<file path="config.mk">
export PLATFORM = sky130hd
export DESIGN_NAME = rf_wb_arbiter
export DESIGN_NICKNAME = d
export VERILOG_FILES = /design/src/rtl/rf_wb_arbiter.sv
export SDC_FILE = /design/constraint.sdc
export NUM_CORES = 1
export LEC_CHECK = 0
export ABC_AREA = 1
export BUFFER_PORTS_ARGS = -buffer_cell sky130_fd_sc_hd__buf_4
export CAP_MARGIN = 15
export CELL_PAD_IN_SITES_DETAIL_PLACEMENT = 1
export CELL_PAD_IN_SITES_GLOBAL_PLACEMENT = 2
export CORE_MARGIN = 1
export CORE_UTILIZATION = 23
export CTS_CLUSTER_DIAMETER = 60
export DETAILED_ROUTE_END_ITERATION = 7
export GPL_ROUTABILITY_DRIVEN = 0
export GPL_TIMING_DRIVEN = 0
export PLACE_DENSITY = 0.87
export SLEW_MARGIN = 25
export SYNTH_ARGS = -nofsm -noshare
export SYNTH_HDL_FRONTEND = slang
export SYNTH_SLANG_ARGS = --single-unit
</file>
<file path="constraint.sdc">
create_clock -name clk -period 2.32 [get_ports clk]
set_input_delay 0.232 -clock clk [delete_from_list [all_inputs] [get_ports clk]]
set_output_delay 0.232 -clock clk [all_outputs]
set_load 0.05 [all_outputs]
</file>
<file path="src/rtl/rf_wb_arbiter.sv">
// -----------------------------------------------------------------------------
// rf_wb_arbiter
//
// Shares the register file's single write port among NREQ writeback sources.
// A combinational round-robin arbiter grants one valid requester per cycle.
// The winning write is registered onto the register-file write interface.
// A 32-entry busy scoreboard tracks outstanding destination registers so
// decode can stall on RAW/WAW hazards.
//
// Optional feature, macro RF_ARB_BYPASS_EN:
//   Adds forwarding of the write being granted in the current cycle to the
//   decode source operands. A matching rsN_busy is forced low, and the
//   rsN_fwd_valid / rsN_fwd_data outputs carry the granted data.
//
// Ports:
//   clk, reset            clock; synchronous active-high reset
//   req_valid/rd/data     per-requester writeback request (slice i per source)
//   req_ready             one-hot grant; a handshake is valid & ready
//   wr_en/addr/data       registered register-file write port
//   issue_valid/rd        decode issuing an instruction that writes issue_rd
//   issue_stall           WAW stall: issue_rd is already busy
//   rs1/rs2_addr          decode source operands
//   rs1/rs2_busy          scoreboard lookup for the sources (x0 never busy)
//   rs1/rs2_fwd_valid/data  same-cycle forwarding (RF_ARB_BYPASS_EN only)
// -----------------------------------------------------------------------------
module rf_wb_arbiter #(
  parameter int NREQ = 3,
  parameter int XLEN = 32,
  parameter int AW   = 5
) (
  input  logic                 clk,
  input  logic                 reset,
  input  logic [NREQ-1:0]      req_valid,
  input  logic [AW*NREQ-1:0]   req_rd,
  input  logic [XLEN*NREQ-1:0] req_data,
  output logic [NREQ-1:0]      req_ready,
  output logic                 wr_en,
  output logic [AW-1:0]        wr_addr,
  output logic [XLEN-1:0]      wr_data,
  input  logic                 issue_valid,
  input  logic [AW-1:0]        issue_rd,
  output logic                 issue_stall,
  input  logic [AW-1:0]        rs1_addr,
  input  logic [AW-1:0]        rs2_addr,
  output logic                 rs1_busy,
  output logic                 rs2_busy
`ifdef RF_ARB_BYPASS_EN
  ,
  output logic                 rs1_fwd_valid,
  output logic [XLEN-1:0]      rs1_fwd_data,
  output logic                 rs2_fwd_valid,
  output logic [XLEN-1:0]      rs2_fwd_data
`endif
);

  localparam int PW   = (NREQ > 1) ? $clog2(NREQ) : 1;
  localparam int NREG = 1 << AW;

  logic [PW-1:0]   r_rr_ptr;
  logic [NREG-1:0] r_busy;
  logic            r_wr_en;
  logic [AW-1:0]   r_wr_addr;
  logic [XLEN-1:0] r_wr_data;

  logic            w_grant_found;
  logic [PW-1:0]   w_grant_idx;
  logic            w_accept;
  logic [AW-1:0]   w_sel_rd;
  logic [XLEN-1:0] w_sel_data;
  logic [PW-1:0]   w_next_ptr;
  logic            w_issue_set;
  logic [NREG-1:0] w_busy_next;
  logic            w_rs1_hit;
  logic            w_rs2_hit;

  // Requester index reached after stepping k places from base, with wrap.
  function automatic int wrap_idx(input int base, input int k);
    return (base + k) % NREQ;
  endfunction

  // Round-robin scan: the first valid requester at or after r_rr_ptr wins.
  always_comb begin
    // NOTE: every variable assigned in a combinational block gets a default
    // first, so no path leaves it unassigned and no latch is inferred.
    w_grant_found = 1'b0;
    w_grant_idx   = '0;
    for (int k = 0; k < NREQ; k++) begin
      if (!w_grant_found && req_valid[wrap_idx(int'(r_rr_ptr), k)]) begin
        w_grant_found = 1'b1;
        w_grant_idx   = PW'(wrap_idx(int'(r_rr_ptr), k));
      end
    end
  end

  // Reset discards pending requests: no handshake can complete during reset.
  assign w_accept   = w_grant_found && !reset;
  assign req_ready  = w_accept ? (NREQ'(1) << w_grant_idx) : '0;
  assign w_sel_rd   = req_rd[AW*int'(w_grant_idx) +: AW];
  assign w_sel_data = req_data[XLEN*int'(w_grant_idx) +: XLEN];
  assign w_next_ptr = PW'((int'(w_grant_idx) + 1) % NREQ);

  assign issue_stall = issue_valid && (issue_rd != '0) && r_busy[issue_rd];
  assign w_issue_set = issue_valid && !issue_stall && (issue_rd != '0);

  // Clear for the accepted write is applied before the issue set, so a new
  // producer of the same register keeps it busy.
  always_comb begin
    w_busy_next = r_busy;
    if (w_accept && (w_sel_rd != '0)) w_busy_next[w_sel_rd] = 1'b0;
    if (w_issue_set)                  w_busy_next[issue_rd] = 1'b1;
    w_busy_next[0] = 1'b0;
  end

  always_ff @(posedge clk) begin
    // NOTE: sequential state uses non-blocking assignments so every register
    // samples pre-edge values regardless of statement order.
    if (reset) begin
      r_rr_ptr  <= '0;
      // NOTE: the scoreboard is a flop vector, not a RAM, so it is reset like
      // any other state; stale busy bits would stall decode forever.
      r_busy    <= '0;
      r_wr_en   <= 1'b0;
      r_wr_addr <= '0;
      r_wr_data <= '0;
    end else begin
      r_busy  <= w_busy_next;
      // Writes to x0 complete the handshake but never reach the register file.
      r_wr_en <= w_accept && (w_sel_rd != '0);
      if (w_accept) begin
        r_wr_addr <= w_sel_rd;
        r_wr_data <= w_sel_data;
        r_rr_ptr  <= w_next_ptr;
      end
    end
  end

  assign wr_en   = r_wr_en;
  assign wr_addr = r_wr_addr;
  assign wr_data = r_wr_data;

`ifdef RF_ARB_BYPASS_EN
  assign w_rs1_hit = w_accept && (w_sel_rd != '0) && (w_sel_rd == rs1_addr);
  assign w_rs2_hit = w_accept && (w_sel_rd != '0) && (w_sel_rd == rs2_addr);
  assign rs1_fwd_valid = w_rs1_hit;
  assign rs2_fwd_valid = w_rs2_hit;
  assign rs1_fwd_data  = w_sel_data;
  assign rs2_fwd_data  = w_sel_data;
`else
  assign w_rs1_hit = 1'b0;
  assign w_rs2_hit = 1'b0;
`endif

  // busy[0] is held at zero, so x0 reads as not busy without a special case.
  assign rs1_busy = r_busy[rs1_addr] && !w_rs1_hit;
  assign rs2_busy = r_busy[rs2_addr] && !w_rs2_hit;

endmodule

</file>
# Word-level counts from Yosys, hierarchy flattened
# Cells that the tools add are included.
# Widths: inputs -> output; s select.
[word_totals]
register_bits = 72
in_bits = 132
wordCells = 73
out_inout_bits = 44
[classes]
n_bitwise = 3
mux = 28
add_sub_neg = 3
n_mul = 1
div = 4
shift = 3
n_lt_le_gt_ge = 9
n_reduce_logical = 16
[op_table]
columns = ["op", "count"]
rows = [
  ["$lt 32x4->1 const B", 3],
  ["$mod 32x3->32 const B", 3],
  ["$shiftx 96x8->32", 1],
  ["$mux 32", 2],
  ["$and 32x32->32", 1],
  ["$mod 3x3->32 const B", 1],
  ["$not 32->32", 1],
  ["$or 32x32->32", 1],
  ["$lt 5x6->1 const B", 4],
  ["$bmux 1 s5", 3],
  ["$shiftx 15x6->5", 1],
  ["$mux 1", 14],
  ["$demux 1 s5", 2],
  ["$ge 5x1->1 const B", 2],
  ["$logic_and 1x1->1", 10],
  ["$reduce_bool 5->1", 2],
  ["$add 2x1->3 const B", 2],
  ["$bmux 1 s2", 3],
  ["$mux 2", 3],
  ["$mul 3x2->5 const A", 1],
  ["$logic_not 1->1", 4],
  ["$add 2x2->3 const B", 1],
  ["$mux 3", 1],
  ["$shl 1x2->3 const A", 1],
]

# Logic depth before layout (Yosys ltp)
# Gate-level depths: netlist (run 1).
[logic_depth]
ltp_word = 22
depth_mapped = 21
depth_no_buf = 20

# Worst setup path before layout (run 1)
# OpenSTA, ideal clock, no wires.
[synth_timing]
path_type = "register -> output"
from = "register r_rr_ptr[0]"
to = "output req_ready[2]"
t_required_ns = 2.088
n_path_buf = 3
arrival_time_ns = 2.892
path_slack_ns = -0.804
stages_incl_launch_ff = 13
path_cell_list = "dfxtp_1 inv_1 ha_1 inv_2 nand3_1 nand2_1 nand3_2 nor2_2 nor2_2 buf_6 clkbuf_1 buf_2 nor3_1"
[synth_between]
elab_chain_cells = 13
elab_cells_between_ends = 27
cone_classes = "add/sub: 2; div: 3; shift: 1; mux: 16; reduce/logical: 5"
[synth_lines]
columns = ["item", "line_no", "rtl"]
rows = [
  ["start: declaration", "59", "logic [PW-1:0] r_rr_ptr;"],
  ["start signal: assignment", "132", "r_rr_ptr <= w_next_ptr;"],
  ["branches (longest 12 deep; another with $mod 32x3->32)", "n/a", ""],
  ["$mux 3 (*)", "97", "assign req_ready = w_accept ? (NREQ'(1) << w_grant_idx) : '0;"],
  ["end: declaration", "36", "output logic [NREQ-1:0] req_ready,"],
]
# Mark *: on every way between the ends. The select of a mux whose other input is x is not followed.

# Worst setup path after layout (run 1)
# Ends and elaborated chain as after synthesis.

==> flow_summary.ini, run 1 <==
[power]
peakVddDrop_v = 0.0006895
p_per_area_mw_per_mm2 = 1508
p_leak_uw = 0.003229
total_power_uw = 11790
clkPwrFrac_pct = 13.1
switching_share_pct = 51.97
power_frac_seq_pct = 14.8
p_comb_share_pct = 72.0
internal-power_uw = 5663
power.switching_uw = 6128

[logic_synthesis]
ys_seq_area_share_pct = 29.32
synthTopCellsByArea = dfxtp_1, nand2_1, nand3_1
synth-seq-cells = 71
synth_top_area_cell = dfxtp_1
syn_nets = 895
synth-edff-count = 0
synth_compound_area_share_pct = 23.70
ys_types = 42
yosysWarnings = 0
syn_inst = 759
synthSimpleGateAreaFrac_pct = 37.17
postSynthAreaPerCell_um2 = 6.386
async_flop_share_pct = 0
synth_xor_area_share_pct = 0
synth_top_family_by_area = simple AND/OR/NAND/NOR gates
ys.flop_type = dfxtp_1
yosysTopAreaCellShare_pct = 29.32
synthMuxAreaShare_pct = 0
synthAdderAreaFrac_pct = 1.033
netlist_area_mm2 = 0.004847

[floorplan]
dieHeight_um = 147.2
ioPinCount = 176
core_area_mm2 = 0.02043
row_count = 52
initial_core_util_pct = 23.73
dieArea_mm2 = 0.02166
die_w_um = 147.2

[final_layout]
layout_common_cells = buf_4, nand2_1, dfxtp_1
drive_above_1_share_pct = 39.09
n_fill_cell = 2604
final_nets = 1116
synthToLayoutAreaGrowth_pct = 61.31
regArea_mm2 = 0.001429
fin_util_pct = 38.27
multi_input_area_mm2 = 0.003483
layout_commonest_cell = buf_4
diodes = 0

[clock_network]
cts_tree = done
clk_pin_slew_ns = 0.06
cts_made_buffers = 9
cts_root_buffer = clkbuf_16
post_cts_hold_buffer_count = 0
cts_sinks = 71
cts_buffer_depth = 2
htreeDepth = 3
clkLatencyLatePin_ns = 0.35

[placement]
numPortBuffers = 174
pre_cts_ws_ns = -0.6718
dpl.hpwl_mm = 17.02

[critical_path]
startpoint_type = flop
cp.arrival_ns = 2.35
crit_required_ns = 2.09
crit_fanout = 5
endpoint_kind = primary output
critical_path_class = flop to primary output

[drt]
drt-pass1-iter-count = 4
wl_per_cell_um = 18.57
routed_wl_mm = 23.31
viasPerCell = 5.037
via_count = 6321
drt-initial-drc-count = 300
drcViolationCount = 0
final_antenna_net_count = 0

[timing]
skew_ns = 0.008046
period_needed_ns = 2.579
holdWs_ns = 0.1231
rsz0062_at_grt = true
post-route-worst-setup-slack_ns = -0.2586
fmax_ghz = 0.3878
fin_crit_sh_pct = 111.1
finalSetupViolations = 39
tns_ns = -6.234
slew_viol_final = 0
hold_violations = 0
worstMarginPinSlew_ns = 0.8403
relSlewSlack_pct = 43.98

[global_routing]
grt_max_degree = 16
grt_pass1_vias = 6254
antenna_found_initial = 0
overflow = 0
track_usage_pct = 20.79
grt_pass1_wl_mm = 34.60

[outcome]
violations = setup timing
status = finished with violations

[flow_run]
max_cap_viol_count = 0

[worst_hold_path]
hold_class = primary input to flop
-- power groups by stage --
| stage | clock (uW) | sequential [uW] | combinational, uW |
|---|---|---|---|
| 4_1_cts | 1570 | 1740 | 7160 |
| 3_5_place_dp | 0 | 1750 | 6040 |
| 6_report | 1550 | 1750 | 8490 |
| 5_1_grt | 1620 | 1780 | 9060 |
| 2_1_floorplan | 0 | 2740 | 3200 |
| 3_3_place_gp | 0 | 1740 | 6000 |
-- worst max-delay path, cell delays in order (launching register included) --
cell and delay, ns:
dfxtp_4 0.36, buf_4 0.14, ha_4 0.17, inv_4 0.07, nand2_1 0.06, nand3_2 0.08
nand2_4 0.10, nand3_4 0.14, nand3_4 0.10, nand2_4 0.11, clkinvlp_4 0.17, buf_6 0.17
nor3_4 0.17, buf_6 0.18
-- cells in the mapped netlist (all sizes together) (4+ instances only) --
cell	n
a21oi	58
a22oi	17
a31oi	20
a41oi	11
buf	16
clkbuf	25
dfxtp	71
ha	4
inv	59
nand2	219
nand3	88
nand4	11
nor2	71
nor3	12
o211ai	4
o21ai	53
o221ai	8
-- state kept, by name (all words and copies together), names as in the netlist --
name / cells
r_rr_ptr: 2
wr_data: 32
wr_en: 1
r_busy: 31
wr_addr: 5
-- what timing repair did --
item                       CTS  global route
setup buffers               20            17
gates resized for setup     80           102
setup endpoints to repair   75            71
cloned                       1             2
pin swaps                   15            23
-- logic make-up after synthesis --
family,count (synthesis)
AND/OR/NAND/NOR,404
adder cells (fa/ha/maj),4
flip-flops,71
AO/OA/AOI/OAI,179
buffers and inverters,101
-- area by class of cell --
type / instances / share of cell area, %
Clock inverter: 5 / 1.040
Inverter: 60 / 3.377
Tap cell: 270 / 4.321
Timing Repair Buffer: 212 / 21.36
Buffer: 39 / 3.969
Clock buffer: 11 / 3.104
Multi-Input combinational cell: 587 / 44.55
Sequential cell: 71 / 18.27
-- through the flow --
stage / instance area [um^2] / cells
2_1_floorplan: 4886 / 759
3_3_place_gp: 6530 / 1203
3_5_place_dp: 6530 / 1203
4_1_cts: 7284 / 1238
5_1_grt: 7819 / 1255
6_report: 7819 / 1255
-- path summary, 6_finish.rpt --
path | startpoint | slack [ns] | to | cells after the start
min | req_data[1] | 0.12 | wr_data[1] | 2
min reg2reg | wr_addr[0] | 0.47 | wr_addr[0] | 2
max | r_rr_ptr[0] | -0.26 | req_ready[2] | 13
max reg2reg | r_rr_ptr[0] | -0.24 | r_busy[18] | 19
-- per-layer routing --
| metal | part of all wire, % | vias to the layer above | GRT usage [%] | routed length [um] |
|---|---|---|---|---|
| met5 | 0 | - | 0 | 0 |
| met4 | 1.9 | 0 | 6.186 | 436 |
| met3 | 6.1 | 32 | 5.093 | 1427 |
| met2 | 49 | 189 | 35.33 | 11350 |
| met1 | 43 | 3049 | 25.81 | 10100 |
| li1 | - | 3051 | - | - |
Power figures use the tool's default switching activity.
==> inputs of run 2 (changes only) <==
--- a/config.mk
+++ b/config.mk
@@ -8,7 +8,7 @@
 export ABC_AREA = 1
 export BUFFER_PORTS_ARGS = -buffer_cell sky130_fd_sc_hd__buf_4
 export CAP_MARGIN = 15
-export CELL_PAD_IN_SITES_DETAIL_PLACEMENT = 1
+export CELL_PAD_IN_SITES_DETAIL_PLACEMENT = 2
 export CELL_PAD_IN_SITES_GLOBAL_PLACEMENT = 2
 export CORE_MARGIN = 1
 export CORE_UTILIZATION = 23
==> flow_summary.ini, run 2 (same netlist as run 1, synthesis figures left out) <==
[final_layout]
layout_common_cells = buf_4, nand2_1, dfxtp_1
diodes = 0
drive_above_1_share_pct = 47.18
layout_commonest_cell = buf_4
n_fill_cell = 2358
fin_area_mm2 = 0.008617
largest_reg_flops = 32
synthToLayoutAreaGrowth_pct = 77.77
fin_util_pct = 42.18
final_nets = 1142

[critical_path]
critical_path_depth = 18
path_buf_inv = 6
crit_path_start = r_rr_ptr[0]
cpPeakStageDelay_ns = 0.38
crit_fanout = 6
endpoint_kind = flop
r2r_start = r_rr_ptr[0]
cp_top_family = simple AND/OR/NAND/NOR gates
crit_required_ns = 2.60
r2r_cells = 18
startpoint_type = flop
critical_path_class = flop to flop
cp.arrival_ns = 3.21
cp_slowest_cell = dfxtp_4
crit_path_cell_trace = inv_4, ha_4, inv_6, nand3_1, nand2_4, nand3_2, nand2_2, nor2_4, buf_8, buf_4, nand3_4, nand2_8, nand3_4, buf_8, buf_4, nand3_2, nand2_1, a21oi_2

[power]
p_leak_uw = 0.003493
p_comb_share_pct = 76.7
power.switching_uw = 8128
total_power_uw = 14710
clkPwrFrac_pct = 11.0
p_per_area_mw_per_mm2 = 1707
peakVddDrop_v = 0.0006854
power_frac_seq_pct = 12.3
switching_share_pct = 55.25
internal-power_uw = 6583

[global_routing]
antenna_found_initial = 0
overflow = 0
grt_pass1_vias = 7866
grt_pass1_wl_mm = 47.53
track_usage_pct = 29.32
grt_max_degree = 16

[clock_network]
post_cts_hold_buffer_count = 0
cts_sinks = 71
cts_tree = done
cts_buffer_depth = 2
cts_made_buffers = 9
cts_root_buffer = clkbuf_16
clkLatencyLatePin_ns = 0.37
htreeDepth = 3
clk_pin_slew_ns = 0.07

[drt]
drcViolationCount = 0
routed_wl_mm = 38.02
wl_per_cell_um = 29.68
final_antenna_net_count = 0
drt-initial-drc-count = 497
via_count = 7475
drt-pass1-iter-count = 8
viasPerCell = 5.835

[worst_hold_path]
hold_class = primary input to flop
min_from = req_data[5]
min_path_cells = 3

[placement]
pre_cts_ws_ns = -0.8280
dpl.hpwl_mm = 19.14
post_dp_cell_area_mm2 = 0.006530
numPortBuffers = 174

[timing]
relSlewSlack_pct = 39.38
finalSetupViolations = 74
rsz0062_at_grt = true
skew_ns = 0.01258
slew_viol_final = 0
post-route-worst-setup-slack_ns = -0.6084
fin_crit_sh_pct = 126.2
period_needed_ns = 2.928
tns_ns = -20.70
hold_violations = 0
fmax_ghz = 0.3415
worstMarginPinSlew_ns = 0.9093

[floorplan]
core_area_mm2 = 0.02043
die_w_um = 147.2
initial_core_util_pct = 23.73
dieHeight_um = 147.2
row_count = 52
ioPinCount = 176
dieArea_mm2 = 0.02166

[outcome]
status = finished with violations
violations = setup timing

[flow_run]
max_cap_viol_count = 0
run 2: metal layers:
layer	part of all wire [%]	GRT usage [%]	wire length, um	vias up
li1	-	-	-	3099
met1	36	31.89	13780	3685
met2	49	51.46	18470	489
met3	7.9	6.553	2985	202
met4	7.3	18.40	2786	0
met5	0	0	0	-
run 2: layout make-up:
type / count / area [um^2] / area share [%]
Buffer: 38 / 330.3 / 3.833
Multi-Input combinational cell: 587 / 3913 / 45.40
Tap cell: 270 / 337.8 / 3.920
Clock buffer: 10 / 229.0 / 2.657
Timing Repair Buffer: 239 / 2007 / 23.29
Sequential cell: 71 / 1429 / 16.58
Inverter: 60 / 286.5 / 3.325
Clock inverter: 6 / 85.08 / 0.9874
run 2: power by group through the flow:
stage	Combinational [uW]	Clock [uW]	Sequential (uW)
6_report	11300	1620	1810
3_3_place_gp	6000	0	1740
4_1_cts	8170	1570	1750
2_1_floorplan	3200	0	2740
5_1_grt	11600	1650	1830
3_5_place_dp	6210	0	1760
run 2: timing repair:
| action | CTS | global route |
|---|---|---|
| buffers inserted | 36 | 29 |
| setup endpoints to repair | 75 | 76 |
| gates resized for setup | 141 | 183 |
| pin swaps | 30 | 50 |
| gates cloned | 2 | 2 |
run 2: through the flow:
step	hold WS, ns	cells
2_1_floorplan	0.3658	759
3_3_place_gp	0.4457	1203
3_5_place_dp	0.4565	1203
4_1_cts	0.09624	1255
5_1_grt	0.1521	1281
6_report	0.1404	1281
run 2: path summary, 6_finish.rpt:
| kind | to | slack, ns |
|---|---|---|
| setup / recovery | r_busy[15] | -0.61 |
| hold / removal | wr_data[5] | 0.14 |
| setup reg to reg | r_busy[15] | -0.61 |
| hold reg to reg | wr_addr[1] | 0.52 |
run 2: worst register-to-register path, delay by kind of cell, from the launching register on:
kind                     cells  cell delay, ns
AO/OA/AOI/OAI                1            0.20
adder cells (fa/ha/maj)      1            0.34
buffers and inverters        6            0.76
flip-flops                   1            0.38
AND/OR/NAND/NOR             10            1.14
